## config.mk

```make
export PLATFORM = sky130hd
export DESIGN_NAME = fifo_burst_reader
export DESIGN_NICKNAME = d
export VERILOG_FILES = /design/src/rtl/fifo_burst_pkg.sv /design/src/rtl/fifo_burst_reader_stream_buf2.sv /design/src/rtl/fifo_burst_reader.sv
export SDC_FILE = /design/constraint.sdc
export NUM_CORES = 1
export LEC_CHECK = 0
export CAP_MARGIN = 20
export CORE_MARGIN = 4
export CORE_UTILIZATION = 47
export DETAILED_ROUTE_END_ITERATION = 8
export PLACE_DENSITY = 0.81
export SLEW_MARGIN = 20
export SYNTH_ARGS = -nofsm -noshare
export SYNTH_HDL_FRONTEND = slang
export SYNTH_SLANG_ARGS = --single-unit
```

## constraint.sdc

```tcl
create_clock -name clk -period 3 [get_ports clk]
set_clock_uncertainty 0.05 [all_clocks]
set_input_delay 0.3 -clock clk [delete_from_list [all_inputs] [get_ports clk]]
set_output_delay 0.3 -clock clk [all_outputs]
set_load 0.005 [all_outputs]
```

## src/rtl/fifo_burst_pkg.sv

```systemverilog
// Shared types and elaboration helpers for the FIFO burst reader.
package fifo_burst_pkg;

  typedef enum logic {
    ST_IDLE = 1'b0,
    ST_READ = 1'b1
  } state_e;

  function automatic int cnt_width(input int burst);
    return $clog2(burst + 1);
  endfunction

  function automatic bit burst_ok(input int burst, input int asize);
    return (burst >= 1) && (burst <= (1 << asize));
  endfunction

endpackage

```

## src/rtl/fifo_burst_reader_stream_buf2.sv

```systemverilog
// Two-entry data+tag buffer; a write and a pop may occur in the same cycle at any occupancy.
module stream_buf2 #(
  parameter int W = 8
) (
  input  logic         clk,
  input  logic         rst_n,
  input  logic         wr_en,
  input  logic [W-1:0] wr_data,
  input  logic         wr_tag,
  input  logic         pop,
  output logic [W-1:0] head_data,
  output logic         head_tag,
  output logic [1:0]   occ
);

  logic [W-1:0] data_q [2];
  logic [W-1:0] data_d [2];
  logic [1:0]   tag_q, tag_d;
  logic         wr_ptr_q, wr_ptr_d;
  logic         rd_ptr_q, rd_ptr_d;
  logic [1:0]   occ_q, occ_d;
  logic         do_pop;

  assign do_pop = pop && (occ_q != 2'd0);

  always_comb begin
    data_d   = data_q;
    tag_d    = tag_q;
    wr_ptr_d = wr_ptr_q;
    rd_ptr_d = rd_ptr_q;
    occ_d    = occ_q + {1'b0, wr_en} - {1'b0, do_pop};
    if (wr_en) begin
      data_d[wr_ptr_q] = wr_data;
      tag_d[wr_ptr_q]  = wr_tag;
      wr_ptr_d         = ~wr_ptr_q;
    end
    if (do_pop) begin
      rd_ptr_d = ~rd_ptr_q;
    end
  end

  always_ff @(posedge clk or negedge rst_n) begin
    if (!rst_n) begin
      data_q[0] <= '0;
      data_q[1] <= '0;
      tag_q     <= '0;
      wr_ptr_q  <= 1'b0;
      rd_ptr_q  <= 1'b0;
      occ_q     <= 2'd0;
    end else begin
      data_q    <= data_d;
      tag_q     <= tag_d;
      wr_ptr_q  <= wr_ptr_d;
      rd_ptr_q  <= rd_ptr_d;
      occ_q     <= occ_d;
    end
  end

  assign head_data = data_q[rd_ptr_q];
  assign head_tag  = tag_q[rd_ptr_q];
  assign occ       = occ_q;

endmodule

```

## src/rtl/fifo_burst_reader.sv

```systemverilog
// Pulls fixed-size (or flushed partial) bursts from a standard-mode FIFO onto a valid/ready stream.
// Stream handshake: a word transfers on any cycle with m_valid && m_ready; m_data/m_last hold while stalled.
module fifo_burst_reader
  import fifo_burst_pkg::*;
#(
  parameter int DSIZE = 8,
  parameter int ASIZE = 4,
  parameter int BURST = 4
) (
  input  logic             clk,
  input  logic             rst,
  input  logic [DSIZE-1:0] fifo_dout,
  input  logic             fifo_empty,
  input  logic [ASIZE:0]   fifo_rd_count,
  output logic             fifo_rd_en,
  input  logic             flush,
  output logic [DSIZE-1:0] m_data,
  output logic             m_valid,
  output logic             m_last,
  input  logic             m_ready,
  output logic             busy
);

  localparam int CW  = cnt_width(BURST);
  localparam int RCW = ASIZE + 1;
  localparam int XW  = (CW > RCW) ? CW : RCW;

  if (!burst_ok(BURST, ASIZE)) begin : g_bad_burst
    $error("fifo_burst_reader: BURST must be in 1..2**ASIZE");
  end

  state_e          state_q, state_d;
  logic [CW-1:0]   len_q, len_d;
  logic [CW-1:0]   issued_q, issued_d;
  logic            inflight_q, inflight_d;
  logic            tag_pend_q, tag_pend_d;

  logic [CW-1:0]   cur_len, cur_issued;
  logic            start, active, is_last_issue, credit_ok, pop;
  logic [XW-1:0]   count_x, burst_x;
  logic [2:0]      credit_sum;
  logic [1:0]      occ;
  logic            head_tag;

  assign count_x    = XW'(fifo_rd_count);
  assign burst_x    = XW'(BURST);
  assign pop        = m_valid && m_ready;
  assign credit_sum = {1'b0, occ} + {2'b00, inflight_q} - {2'b00, pop};
  assign credit_ok  = (credit_sum <= 3'd1);

  // A burst is started and its first read issued in the same IDLE cycle, so
  // back-to-back bursts cost only the one cycle spent waiting for inflight to clear.
  always_comb begin
    state_d       = state_q;
    len_d         = len_q;
    issued_d      = issued_q;
    start         = 1'b0;
    cur_len       = len_q;
    cur_issued    = issued_q;
    active        = (state_q == ST_READ);
    if ((state_q == ST_IDLE) && !inflight_q) begin
      if (count_x >= burst_x) begin
        start   = 1'b1;
        cur_len = CW'(BURST);
      end else if (flush && !fifo_empty) begin
        start   = 1'b1;
        cur_len = CW'(fifo_rd_count);
      end
    end
    if (start) begin
      active     = 1'b1;
      cur_issued = '0;
      len_d      = cur_len;
      issued_d   = '0;
      state_d    = ST_READ;
    end
    is_last_issue = (cur_issued == (cur_len - CW'(1)));
    fifo_rd_en    = active && (cur_issued < cur_len) && !fifo_empty && credit_ok;
    if (fifo_rd_en) begin
      issued_d = cur_issued + CW'(1);
      if (is_last_issue) begin
        state_d = ST_IDLE;
      end
    end
    inflight_d = fifo_rd_en;
    tag_pend_d = fifo_rd_en && is_last_issue;
  end

  always_ff @(posedge clk or negedge rst) begin
    if (!rst) begin
      state_q    <= ST_IDLE;
      len_q      <= '0;
      issued_q   <= '0;
      inflight_q <= 1'b0;
      tag_pend_q <= 1'b0;
    end else begin
      state_q    <= state_d;
      len_q      <= len_d;
      issued_q   <= issued_d;
      inflight_q <= inflight_d;
      tag_pend_q <= tag_pend_d;
    end
  end

  stream_buf2 #(.W(DSIZE)) u_buf (
    .clk       (clk),
    .rst_n     (rst),
    .wr_en     (inflight_q),
    .wr_data   (fifo_dout),
    .wr_tag    (tag_pend_q),
    .pop       (pop),
    .head_data (m_data),
    .head_tag  (head_tag),
    .occ       (occ)
  );

  assign m_valid = (occ != 2'd0);
  assign m_last  = head_tag && m_valid;
  assign busy    = (state_q == ST_READ) || inflight_q || (occ != 2'd0);

endmodule

```

Word level (Yosys, flattened, before mapping)
Cells that the tools add are included.
{"block": "totals", "reg_bits": 31, "latchBits": 0, "mem_bits_rw": 0, "romBits": 0, "n_memories": 0}
{"block": "op_classes", "n_addsub": 6, "n_mul": 0, "n_div": 0, "order_cmp": 9, "eq_ne": 1, "shifts": 0, "muxes": 22, "bitwise_logic": 5, "n_reduce_logical": 16}
{"operator": "$mux 8", "count": 4}
{"operator": "$bwmux 16", "count": 1}
{"operator": "$mux 3", "count": 5}
{"operator": "$logic_and 1x1->1", "count": 11}
{"operator": "$mux 1", "count": 9}
{"operator": "$demux 8 s1", "count": 1}
{"operator": "$ge 5x3->1 const B", "count": 1}
{"operator": "$ge 2x2->1 const B", "count": 2}
{"operator": "$lt 1x2->1 const B", "count": 2}
{"operator": "$not 1->2", "count": 2}
{"operator": "$add 2x1->3", "count": 1}
{"operator": "$add 3x1->3 const B", "count": 1}
{"operator": "$eq 3x3->1", "count": 1}
{"operator": "$le 3x1->1 const B", "count": 1}
{"operator": "$lt 3x3->1", "count": 1}
{"operator": "$not 1->1", "count": 3}
{"operator": "$sub 3x1->3", "count": 1}
{"operator": "$sub 3x1->3 const B", "count": 1}
{"operator": "$add 2x1->2", "count": 1}
{"operator": "$bwmux 2", "count": 1}
{"operator": "$logic_not 1->1", "count": 2}
{"operator": "$logic_or 1x1->1", "count": 2}
{"operator": "$lt 2x1->1 const B", "count": 1}
{"operator": "$reduce_bool 2->1", "count": 1}
{"operator": "other kinds (3)", "count": 3}

Logic depth before layout (Yosys ltp)
{"block": "logic_depth", "word_depth": 11, "mapped_depth": 12, "depth_no_buf": 12}

Hierarchy
From an unflattened synthesis, not the netlist that was laid out.
{"block": "unflattened", "hier_cells": 143, "hier_area_um2": 1689.1}
{"module": "stream_buf2", "n_inst": 1, "cells_per_inst": 62, "area_each_um2": 965.9, "seq_area_each_um2": 550.5}
{"module": "fifo_burst_reader", "n_inst": 1, "cells_per_inst": 81, "area_each_um2": 723.2, "seq_area_each_um2": 225.2}

Worst setup path after synthesis
Ideal clock, no wire load.
{"block": "synth_timing", "path_type": "register to output", "from": "register u_buf.occ_q[1] (netlist: u_buf.occ[1])", "to": "output fifo_rd_en", "arrival_time_ns": 2.560, "t_required_ns": 2.650, "slack_ns": 0.090, "stages_incl_launch_ff": 12, "path_buffers": 0, "cell_sequence": "dfrtp_1 -> nor2_1 -> nor2b_1 -> ha_1 -> inv_1 -> ha_1 -> inv_1 -> fa_1 -> nor3b_1 -> nand2_1 -> o31ai_4 -> and3_2"}
{"block": "synth_via", "elab_chain_cells": 5}
{"item": "from (decl)", "line": "fifo_burst_reader_stream_buf2.sv:21", "source": "logic [1:0] occ_q, occ_d;"}
{"item": "from (signal assigned)", "line": "fifo_burst_reader_stream_buf2.sv:49", "source": "occ_q <= 2'd0;"}
{"item": "from (signal assigned)", "line": "fifo_burst_reader_stream_buf2.sv:55", "source": "occ_q <= occ_d;"}
{"item": "parallel branches: the longest is 2 deep, another holds $add 2x1->3"}
{"item": "$sub 3x1->3 (*)", "line": "fifo_burst_reader.sv:48", "source": "assign credit_sum = {1'b0, occ} + {2'b00, inflight_q} - {2'b00, pop};"}
{"item": "$le 3x1->1 (*)", "line": "fifo_burst_reader.sv:49", "source": "assign credit_ok = (credit_sum <= 3'd1);"}
{"item": "$logic_and 1x1->1 (*)", "line": "fifo_burst_reader.sv:78", "source": "fifo_rd_en = active && (cur_issued < cur_len) && !fifo_empty && credit_ok;"}
{"item": "to (decl)", "line": "fifo_burst_reader.sv:15", "source": "output logic fifo_rd_en,"}
Mark *: on every way between the ends.

Worst setup path in the final report
Same ends and word-level chain as after synthesis.

==> run metrics <==
share of cells above drive strength 1=0.3194; drt first pass iters=4; Slew @ Worst Pin=a little over 0.8 ns; crit-path cells=nor2_2 > nor2b_1 > ha_1 > inv_1 > ha_1 > inv_1 > fa_1 > nor3b_4 > nand2_2 > o31ai_4 > and3_4 > buf_6; Avg Inst Size Synth=approximately 12 um^2; Worst Path Arrival=2.78 ns; core box area=around 0.0034 mm^2; worst-path maximum fanout=2; design area=between 0.002 and 0.0025 mm^2; Tmin final=~3.1 ns; FP Rows=21; Syn Std Cell Area=0.001652 mm^2; first-pass GRT wire length=between 5000 and 6000 um; clk_lat worst skew=about 0.33 ns; antenna cells=0; Critical Path Start Type=register; final worst slack=-0.1310 ns; Placement Setup Slack=-0.5468 ns; die height=~67 um; DP HPWL=~2700 um; placed insts=227; Slew HR=0.4545; io pins=30; CP Class=reg2out; DRT iter0 DRCs=40; H-tree level count=2; Synth Instances=about 140; Hold Slack=0.3123 ns; final net count=~220; grt ovf=0; clock sinks=31; full die area=around 0.0045 mm^2; gpl congestion=roughly 0.9; post-synth cell types=37; status=finished, violations left; predominant post-synthesis flop cell=dfrtp_1; DP Area=about 0.0021 mm^2; Starting Density=0.4911; CP Capture Type=output pin; hold crit path type=in2async; Vias/cell=roughly 5.3; DRC viols=0; PortBufs=29; PD cells=between 1000 and 1500 mW/mm^2; Post-synth EDFFs=0; #FFs+latches synth=31; Net Count, Synth=roughly 170; CTS root buf=clkbuf_4; CTS Buffer Depth=2; sequential area share after synthesis=0.4697; # setup viols final=1; via count=between 1000 and 1500; maxcap violations=0; drt wl/cell=around 15 um; Final Cycle Share=1.044; antenna violation net count after detailed routing=0; Clk pin slew, worst setup/hold paths=0.10 ns; Die X=about 67 um; final wirelength=3592 um; failing checks=negative setup slack; largest net degree at the start of global routing=32; Reg area=~780 um^2; Worst EP required=2.65 ns; # fillers=280; initial antenna violation count=0; CTS Hold Bufs=0; Multi-input gate area=approximately 850 um^2; area delta synth->final=35.23%; fin cells=237; Max rail drop VDD=about 0.47 mV; Critical-path top delay cell=fa_1; synth warn=0; Total GRT Usage=0.1779; final hold violations=0; CTS tree=done; slowest cell delay on critical path=0.49 ns; vias in the first global route=~1300; CTS buffer count=5; Leak=between 0.9 and 1 nW; Post-synth ARST share=1.000; pins over their slew limit=0; RSZ-0062 raised after global routing=true; total power=between 2 and 2.5 mW; Max Freq=319.4 MHz
==> where the power goes <==
part	internal, mW	switching (mW)	total (mW)
sequential	0.601	0.150	0.751
clock	0.197	0.145	0.342
combinational	0.717	0.478	1.19
==> sequential cells by signal (all words and copies together) (netlist names) <==
signal	flops
len_q	3
issued_q	3
u_buf.rd_ptr_q	1
tag_pend_q	1
state_q	1
u_buf.data_q	16
u_buf.occ	2
u_buf.wr_ptr_q	1
u_buf.tag_q	2
inflight_q	1
==> cells in the mapped netlist, types with 2 or more instances <==
cell	instances	area (um^2)
inv_1	8	30.03
ha_1	7	87.58
nor2b_1	4	25.02
and2_1	3	18.77
clkbuf_1	2	7.510
dfrtp_1	31	775.7
a21oi_1	6	30.03
mux2i_1	2	20.02
nor2_1	7	26.28
nand3_1	3	15.01
xnor2_1	4	35.03
mux2_2	26	292.8
nand2_1	9	33.78
xor2_1	3	26.28
nand2b_1	2	12.51
==> worst max-delay path: cells and delay by family, from the launching register on <==
kind | cells | cell delay, ns
AOI/OAI and AO/OA | 1 | 0.26
adders and majority gates | 3 | 0.88
buffers and inverters | 3 | 0.20
DFF | 1 | 0.40
and+or+nand+nor | 5 | 0.72
==> layer usage <==
| metal | routed length, um | GRT usage |
|---|---|---|
| met5 | 0 | 0 |
| met4 | 80 | 0.09367 |
| met3 | 154 | 0.03827 |
| met1 | 1439 | 0.1900 |
| met2 | 1916 | 0.3252 |
==> placed cells by master (no fill, tap or decap), types with 2 or more instances in the layout <==
master / Yosys / routed
dfrtp_1: 31 / 31
clkdlybuf4s50_1: 0 / 28
mux2_2: 26 / 26
buf_4: 0 / 17
inv_1: 8 / 8
nand2_1: 9 / 8
ha_1: 7 / 7
nor2_1: 7 / 6
a21oi_1: 6 / 6
clkbuf_4: 0 / 5
xnor2_1: 4 / 4
nor2b_1: 4 / 4
and2_1: 3 / 3
nand3_1: 3 / 3
xor2_1: 3 / 3
nand2b_1: 2 / 2
mux2i_1: 2 / 2
buf_6: 0 / 2
==> per-stage QoR <==
stage            util  TNS, ns
6_report       0.6641  -0.1310
5_1_grt        0.6641  -0.4325
3_3_place_gp   0.6265  -0.9719
2_1_floorplan       -        0
3_5_place_dp   0.6265   -1.292
4_1_cts        0.6581  -0.1580
==> kinds of logic (layout without fill, tap and decap cells) <==
logic type,count (synthesis),in the layout,share of synthesized area
AOI/OAI and AO/OA,17,17,0.07880
muxes,28,28,0.1894
and+or+nand+nor,37,37,0.1341
xor gates and xnor gates,7,7,0.03712
adders and majority gates,8,8,0.06515
buffers and inverters,11,63,0.02576
DFF,31,31,0.4697
==> path summary, 6_finish.rpt <==
kind | cells past startpoint | slack (ns) | endpoint | start
worst max-delay path | 12 | -0.13 | fifo_rd_en | u_buf.occ[1]$_DFF_PN0_
worst min-delay path | 2 | 0.31 | len_q[2]$_DFFE_PN0P_ | rst
worst max register to register | 14 | 0.13 | tag_pend_q$_DFF_PN0_ | u_buf.occ[1]$_DFF_PN0_
worst min register to register | 1 | 0.46 | u_buf.wr_ptr_q$_DFFE_PN0P_ | u_buf.wr_ptr_q$_DFFE_PN0P_
max in group asynchronous | 2 | 2.30 | u_buf.data_q[10]$_DFFE_PN0P_ | rst
min in group clk | 1 | 0.46 | u_buf.wr_ptr_q$_DFFE_PN0P_ | u_buf.wr_ptr_q$_DFFE_PN0P_
==> repair_timing <==
| action | CTS | global route |
|---|---|---|
| endpoints found under the hold margin | 0 | 0 |
| pin swaps | 3 | 5 |
| setup buffers | 1 | 1 |
| resized for setup | 8 | 3 |
| endpoints found under the setup margin | 1 | 4 |
==> cell type report <==
class | count | share of cell area
multi-input cells | 97 | 0.3821
flip-flops and latches | 31 | 0.3473
repair buffers | 47 | 0.1927
well taps | 46 | 0.02577
clock buffers | 6 | 0.02297
clock inverters | 2 | 0.01569
inverters | 8 | 0.01345
No activity file was read; power rests on OpenSTA's default activity.
